File: src/rtl/bus_copy_engine.sv
// Bus-master copy engine: moves a block of byte/half/word units from src to dst via read-then-write transactions.
// Optional macro BUS_COPY_ENGINE_TIMEOUT_EN faults a transaction whose bus_ready never arrives within TIMEOUT_CYCLES.
module bus_copy_engine #(
  parameter int ADDR_WIDTH     = 32,
  parameter int DATA_WIDTH     = 32,
  parameter int LEN_WIDTH      = 16,
  parameter int TIMEOUT_CYCLES = 64
) (
  input  logic                  clk,
  input  logic                  rst,
  input  logic                  start,
  input  logic [ADDR_WIDTH-1:0] src_addr,
  input  logic [ADDR_WIDTH-1:0] dst_addr,
  input  logic [LEN_WIDTH-1:0]  length,
  input  logic [1:0]            size,
  output logic                  busy,
  output logic                  done,
  output logic                  err,
  output logic [ADDR_WIDTH-1:0] err_addr,
  output logic                  bus_enable,
  output logic                  bus_wr_en,
  output logic [ADDR_WIDTH-1:0] bus_addr,
  output logic [DATA_WIDTH-1:0] bus_o_data,
  output logic [3:0]            bus_be,
  input  logic [DATA_WIDTH-1:0] bus_i_data,
  input  logic                  bus_ready,
  input  logic                  bus_err
);

  typedef enum logic [2:0] {
    S_IDLE, S_RD, S_RD_GAP, S_WR, S_WR_GAP, S_DONE
  } state_t;

  state_t                state_q, state_d;
  logic [ADDR_WIDTH-1:0] cur_src_q, cur_src_d;
  logic [ADDR_WIDTH-1:0] cur_dst_q, cur_dst_d;
  logic [ADDR_WIDTH-1:0] err_addr_q, err_addr_d;
  logic [LEN_WIDTH-1:0]  rem_q, rem_d;
  logic [1:0]            size_q, size_d;
  logic [DATA_WIDTH-1:0] data_q, data_d;
  logic                  err_q, err_d;

  logic [2:0]            unit_bytes;
  logic [3:0]            unit_be;
  logic [DATA_WIDTH-1:0] unit_mask;
  logic                  cfg_bad;
  logic                  tmo_hit;

  always_comb begin
    unit_bytes = 3'd4;
    unit_be    = 4'b1111;
    unit_mask  = '1;
    case (size_q)
      2'd0: begin
        unit_bytes = 3'd1;
        unit_be    = 4'b0001;
        unit_mask  = DATA_WIDTH'(32'h0000_00FF);
      end
      2'd1: begin
        unit_bytes = 3'd2;
        unit_be    = 4'b0011;
        unit_mask  = DATA_WIDTH'(32'h0000_FFFF);
      end
      default: ;
    endcase
  end

  // Configuration is judged on the raw inputs so a bad request never reaches the bus.
  always_comb begin
    cfg_bad = 1'b1;
    case (size)
      2'd0: cfg_bad = 1'b0;
      2'd1: cfg_bad = src_addr[0] | dst_addr[0] | length[0];
      2'd2: cfg_bad = (|src_addr[1:0]) | (|dst_addr[1:0]) | (|length[1:0]);
      default: cfg_bad = 1'b1;
    endcase
  end

`ifdef BUS_COPY_ENGINE_TIMEOUT_EN
  localparam int TMO_W = $clog2(TIMEOUT_CYCLES + 1);
  logic [TMO_W-1:0] tmo_q, tmo_d;

  // The counter is zero in every non-transaction state, so entry to RD/WR always starts fresh.
  always_comb begin
    tmo_d   = '0;
    tmo_hit = 1'b0;
    if ((state_q == S_RD || state_q == S_WR) && !bus_ready) begin
      if (tmo_q == TMO_W'(TIMEOUT_CYCLES - 1)) tmo_hit = 1'b1;
      else                                     tmo_d   = tmo_q + 1'b1;
    end
  end

  always_ff @(posedge clk) begin
    if (rst) tmo_q <= '0;
    else     tmo_q <= tmo_d;
  end
`else
  assign tmo_hit = 1'b0;
  if (TIMEOUT_CYCLES < 1) begin : g_timeout_unused
  end
`endif

  always_comb begin
    state_d    = state_q;
    cur_src_d  = cur_src_q;
    cur_dst_d  = cur_dst_q;
    err_addr_d = err_addr_q;
    rem_d      = rem_q;
    size_d     = size_q;
    data_d     = data_q;
    err_d      = err_q;
    case (state_q)
      S_IDLE: begin
        if (start) begin
          cur_src_d  = src_addr;
          cur_dst_d  = dst_addr;
          rem_d      = length;
          size_d     = size;
          err_d      = 1'b0;
          err_addr_d = '0;
          if (cfg_bad) begin
            err_d      = 1'b1;
            err_addr_d = src_addr;
            state_d    = S_DONE;
          end else if (length == '0) begin
            state_d = S_DONE;
          end else begin
            state_d = S_RD;
          end
        end
      end
      S_RD: begin
        if (bus_ready && bus_err) begin
          err_d      = 1'b1;
          err_addr_d = cur_src_q;
          state_d    = S_DONE;
        end else if (bus_ready) begin
          data_d  = bus_i_data & unit_mask;
          state_d = S_RD_GAP;
        end else if (tmo_hit) begin
          err_d      = 1'b1;
          err_addr_d = cur_src_q;
          state_d    = S_DONE;
        end
      end
      S_RD_GAP: state_d = S_WR;
      S_WR: begin
        if (bus_ready && bus_err) begin
          err_d      = 1'b1;
          err_addr_d = cur_dst_q;
          state_d    = S_DONE;
        end else if (bus_ready) begin
          cur_src_d = cur_src_q + ADDR_WIDTH'(unit_bytes);
          cur_dst_d = cur_dst_q + ADDR_WIDTH'(unit_bytes);
          rem_d     = rem_q - LEN_WIDTH'(unit_bytes);
          state_d   = S_WR_GAP;
        end else if (tmo_hit) begin
          err_d      = 1'b1;
          err_addr_d = cur_dst_q;
          state_d    = S_DONE;
        end
      end
      S_WR_GAP: state_d = (rem_q != '0) ? S_RD : S_DONE;
      S_DONE:   state_d = S_IDLE;
      default:  state_d = S_IDLE;
    endcase
  end

  // Bus signals are decoded from state so they are exactly zero whenever enable is low.
  always_comb begin
    busy       = 1'b0;
    done       = 1'b0;
    bus_enable = 1'b0;
    bus_wr_en  = 1'b0;
    bus_addr   = '0;
    bus_o_data = '0;
    bus_be     = 4'b0000;
    case (state_q)
      S_RD: begin
        busy       = 1'b1;
        bus_enable = 1'b1;
        bus_addr   = cur_src_q;
        bus_be     = unit_be;
      end
      S_WR: begin
        busy       = 1'b1;
        bus_enable = 1'b1;
        bus_wr_en  = 1'b1;
        bus_addr   = cur_dst_q;
        bus_o_data = data_q;
        bus_be     = unit_be;
      end
      S_RD_GAP, S_WR_GAP: busy = 1'b1;
      S_DONE:             done = 1'b1;
      default: ;
    endcase
  end

  assign err      = err_q;
  assign err_addr = err_addr_q;

  always_ff @(posedge clk) begin
    if (rst) begin
      state_q    <= S_IDLE;
      cur_src_q  <= '0;
      cur_dst_q  <= '0;
      err_addr_q <= '0;
      rem_q      <= '0;
      size_q     <= '0;
      data_q     <= '0;
      err_q      <= 1'b0;
    end else begin
      state_q    <= state_d;
      cur_src_q  <= cur_src_d;
      cur_dst_q  <= cur_dst_d;
      err_addr_q <= err_addr_d;
      rem_q      <= rem_d;
      size_q     <= size_d;
      data_q     <= data_d;
      err_q      <= err_d;
    end
  end

endmodule

File: config.mk
export PLATFORM = sky130hd
export DESIGN_NAME = bus_copy_engine
export DESIGN_NICKNAME = d
export VERILOG_FILES = /design/src/rtl/bus_copy_engine.sv
export SDC_FILE = /design/constraint.sdc
export NUM_CORES = 1
export LEC_CHECK = 0
export CORE_MARGIN = 2
export CORE_UTILIZATION = 50
export DETAILED_ROUTE_END_ITERATION = 10
export GPL_ROUTABILITY_DRIVEN = 0
export PLACE_DENSITY = 0.78
export SYNTH_ARGS = -nofsm -noshare
export SYNTH_HDL_FRONTEND = slang
export SYNTH_SLANG_ARGS = --single-unit
File: constraint.sdc
create_clock -name clk -period 4.1 [get_ports clk]
set_clock_uncertainty 0.2 [all_clocks]
set_input_delay 1.23 -clock clk [delete_from_list [all_inputs] [get_ports clk]]
set_output_delay 1.23 -clock clk [all_outputs]
set_load 0.02 [all_outputs]
==> results.md <==
* Number of clock sinks seen by CTS at 150
* Actual slew at the worst max-slew pin at 0.838 ns
* Number of buffers added on ports at 223
* Routed via count divided by cell count at 6.30
* Final setup violating endpoints at 0
* Core Util, Final at 68.6%
* Logic depth of the worst register-to-register path at 7
* Cell type with the largest total area after synthesis: sky130_fd_sc_hd__dfxtp_1
* Worst min-delay path category: flip-flop to flip-flop
* Required @ worst endpoint at 2.67 ns
* Hold Crit Start: data_q[30]$_SDFFE_PP0P_
* WL/cell at 19.5 µm
* Clock slew at reported path FFs at 0.06 ns
* Overflow left after global routing at 0
* TritonCTS clock tree: yes
* Clock buffers created by TritonCTS at 17
* Cells taking the most area after synthesis: sky130_fd_sc_hd__dfxtp_1 (34%), sky130_fd_sc_hd__nand2_1 (5.3%), sky130_fd_sc_hd__a211oi_1 (5.0%), sky130_fd_sc_hd__nor2_1 (5.0%), sky130_fd_sc_hd__a21oi_1 (4.9%)
* Area share of the largest cell type after synthesis at 33.9%
* Critical path fanouts, max at 34
* Synth warnings at 0
* Number of max-slew violations in the final report at 0
* Number of vias in the routed layout at 9,862
* H-Tree Depth at 4
* Worst hold margin at 0.245 ns
* Max cap viols at 0
* Iteration-0 DRC Markers at 1,141
* Post-synth design cell area at 8850 µm²
* Total Power Consumption at 4620 µW
* Final layout net count at 1,458
* Wire length after detailed routing at 30,600 µm
* Number of setup buffers added after CTS at 0
* Drc violations at 0
* Area post-placement at 11,200 µm²
* Maximum number of pins on one net before global-route repair at 80
* Via count of the first global-routing pass at 8,878
* Main flop type after synthesis: sky130_fd_sc_hd__dfxtp_1
* Final count of hold timing violations at 0
* Post-cts hold buffer count at 0
* First-pass GRT wire length at 46,900 µm
* Initial core utilization at 51.2%
* Number of instances in the synthesized netlist at 1,159
* Highest ir drop seen on vdd at 320 µV
* Run status: complete, no violations
* Reg-to-reg critical path endpoint: cur_src_q[29]$_SDFFE_PP0P_
* Leakage Power at 0.00408 µW
* Register Area at 3000 µm²
* Vertical extent of the die at 137 µm
* Final sum of negative setup slack at 0 ns
* Power per Cell Area at 389 nW/µm²
* Final ANT Viol Nets at 0
* Initial antenna violation count at 0
* Terminating pin of the worst hold path: data_q[30]$_SDFFE_PP0P_
* Critical Path Start Type: flip-flop
* Syn nets at 1,290
* Clock Tree Buf Depth at 2
* Setup repair after global routing missed its margin: false
* Worst path arrival time at 2.49 ns
* Standard cell core area at 17,300 µm²
* Half-perimeter wire length of the detailed placement result at 21,300 µm
* Post-synthesis async set-or-reset flop share at 0%
* Die outline area at 18,800 µm²
* Post-synth EDFFs at 0
* Library cells used by synthesis at 73
* Mean Syn Cell Area at 7.64 µm²
* Critical setup path kind: flip-flop to output port
* Number of top-level pins at 224
* Minimum setup slack among reg-to-reg paths at 0.64 ns
* Filler Cell Count at 1,456
* Number of resized instances in the post-cts repair step at 0
* Number of cells traversed by the worst hold path at 2
* Global-route total usage across every layer at 31.7%
* Share of cells above drive strength 1 at 6.94%
* Sequential fraction of the synthesis area at 33.9%
* Die X at 137 µm
* Synth-to-layout area growth at 34.1%
* Type of destination of the critical path: output port
* Design area at 11,900 µm²
* Max-slew headroom at 44.1%
* Reg-to-Reg Start: state_q[2]$_SDFFE_PP0P_
* CTS root buffer: sky130_fd_sc_hd__clkbuf_16
* Placement row count at 48
* Fmax achieved at 255 MHz
* Time the worst path needs with I/O delays and setup at 3.92 ns
* Worst-skew pair later-pin latency at 0.43 ns
* Diode insertion count for antenna repair at 0
* Portion of the clock cycle consumed by the worst path in the final layout at 95.6%
* Number of detailed-route iterations in the first pass at 6
* Count of state elements after synthesis at 150
* Area of combinational cells with multiple inputs at 5370 µm²
[placed cells by master (no fill, tap or decap), types with 7 or more instances in the layout]
cell type,count
sky130_fd_sc_hd__inv_1,18
sky130_fd_sc_hd__mux2i_1,41
sky130_fd_sc_hd__nand3_1,56
sky130_fd_sc_hd__o21ai_0,45
sky130_fd_sc_hd__or4_1,9
sky130_fd_sc_hd__o211ai_1,9
sky130_fd_sc_hd__and3_1,14
sky130_fd_sc_hd__clkdlybuf4s50_1,222
sky130_fd_sc_hd__a21o_1,15
sky130_fd_sc_hd__a31oi_1,16
sky130_fd_sc_hd__o22ai_1,8
sky130_fd_sc_hd__nor2_1,118
sky130_fd_sc_hd__buf_4,29
sky130_fd_sc_hd__nor4_1,13
sky130_fd_sc_hd__a311oi_1,8
sky130_fd_sc_hd__ha_1,9
sky130_fd_sc_hd__dfxtp_1,149
sky130_fd_sc_hd__nand4_1,24
sky130_fd_sc_hd__clkbuf_16,17
sky130_fd_sc_hd__or3_1,9
sky130_fd_sc_hd__a32o_1,8
sky130_fd_sc_hd__nor3_1,55
sky130_fd_sc_hd__and2_1,42
sky130_fd_sc_hd__a211oi_1,59
sky130_fd_sc_hd__nand2_1,125
sky130_fd_sc_hd__o31ai_1,10
sky130_fd_sc_hd__a22oi_1,7
sky130_fd_sc_hd__a21oi_1,85
sky130_fd_sc_hd__nor2b_1,8
[routing by layer]
metal	vias up	global-route usage, %	wire [µm]
met5	-	0	0
met4	0	9.74	615
met3	64	5.56	2540
met2	492	50.7	14400
met1	4692	43.4	13000
li1	4614	-	-
[power by group]
part           leakage [µW]  switching, µW  total [µW]  internal, µW
Sequential          0.00123            170        1770          1600
Combinational       0.00255            655        1170           520
Clock              0.000304            678        1680           998
[worst max path at each step]
stage	from	end	slack [ns]
2_1_floorplan	size_q[1]$_SDFFE_PP0P_	cur_dst_q[30]$_SDFFE_PP0P_	0.81
3_3_place_gp	start	cur_dst_q[30]$_SDFFE_PP0P_	0.37
3_5_place_dp	start	cur_dst_q[24]$_SDFFE_PP0P_	0.35
4_1_cts	state_q[2]$_SDFFE_PP0P_	bus_o_data[3]	0.20
5_1_grt	state_q[2]$_SDFFE_PP0P_	bus_o_data[3]	0.11
6_report	state_q[2]$_SDFFE_PP0P_	bus_o_data[12]	0.18
[Yosys cell counts (4+ instances only)]
library cell               instances
sky130_fd_sc_hd__mux2i_1          41
sky130_fd_sc_hd__buf_1             5
sky130_fd_sc_hd__or4_1             9
sky130_fd_sc_hd__and4_1            5
sky130_fd_sc_hd__nor2b_1           8
sky130_fd_sc_hd__nand2b_1          6
sky130_fd_sc_hd__a31oi_1          16
sky130_fd_sc_hd__o311ai_0          4
sky130_fd_sc_hd__nor2_1          118
sky130_fd_sc_hd__a311oi_1          8
sky130_fd_sc_hd__a41o_1            4
sky130_fd_sc_hd__nand4_1          24
sky130_fd_sc_hd__o21ai_0          45
sky130_fd_sc_hd__o311a_1           4
sky130_fd_sc_hd__a221o_1           4
sky130_fd_sc_hd__o31ai_1          10
sky130_fd_sc_hd__or3_1             9
sky130_fd_sc_hd__nand2_1         125
sky130_fd_sc_hd__a22oi_1           7
sky130_fd_sc_hd__o211ai_1          9
sky130_fd_sc_hd__ha_1              9
sky130_fd_sc_hd__nor4_1           13
sky130_fd_sc_hd__a21o_1           16
sky130_fd_sc_hd__and2_1           42
sky130_fd_sc_hd__o22ai_1           8
sky130_fd_sc_hd__a32o_1            8
sky130_fd_sc_hd__buf_2            17
sky130_fd_sc_hd__nor3_1           55
sky130_fd_sc_hd__inv_1            19
sky130_fd_sc_hd__a211oi_1         59
sky130_fd_sc_hd__a21oi_1          86
sky130_fd_sc_hd__dfxtp_1         150
sky130_fd_sc_hd__o221a_2           4
sky130_fd_sc_hd__and3_1           14
sky130_fd_sc_hd__o41ai_1           4
sky130_fd_sc_hd__clkbuf_1         81
sky130_fd_sc_hd__nand3_1          56
[cell families after synthesis]
group                    after synthesis  share of synthesized area [%]
AO/OA/AOI/OAI                        326                           25.4
adder cells (fa/ha/maj)               12                           1.95
buffers and inverters                125                           5.64
flip-flops                           150                           33.9
multiplexers                          42                           4.76
AND/OR/NAND/NOR                      504                           28.3
[critical path, stage by stage (launching register included)]
cell,delay [ns]
sky130_fd_sc_hd__dfxtp_1,0.51
sky130_fd_sc_hd__nand3b_1,0.30
sky130_fd_sc_hd__inv_2,0.39
sky130_fd_sc_hd__and2_1,0.21
sky130_fd_sc_hd__clkdlybuf4s50_1,0.61
[registers in the layout, indices dropped and copies added, names as in the netlist]
name / count
cur_dst_q: 32
cur_src_q: 32
data_q: 32
err_addr: 32
rem_q: 16
state_q: 3
size_q: 2
err: 1
[layout make-up]
| cell class | count | share of cell area, % |
|---|---|---|
| Inverter | 19 | 0.601 |
| Clock buffer | 19 | 3.81 |
| Tap cell | 225 | 2.37 |
| Sequential cell | 150 | 25.3 |
| Multi-Input combinational cell | 884 | 45.2 |
| Timing Repair Buffer | 255 | 21.2 |
| Clock inverter | 13 | 1.45 |
[metrics by stage]
step                std cells  setup WS, ns
floorplan                1159         0.813
global placement         1533         0.372
detailed placement       1533         0.346
CTS                      1565         0.197
global route             1565         0.106
finish                   1565         0.181
Power figures use the tool's default switching activity.
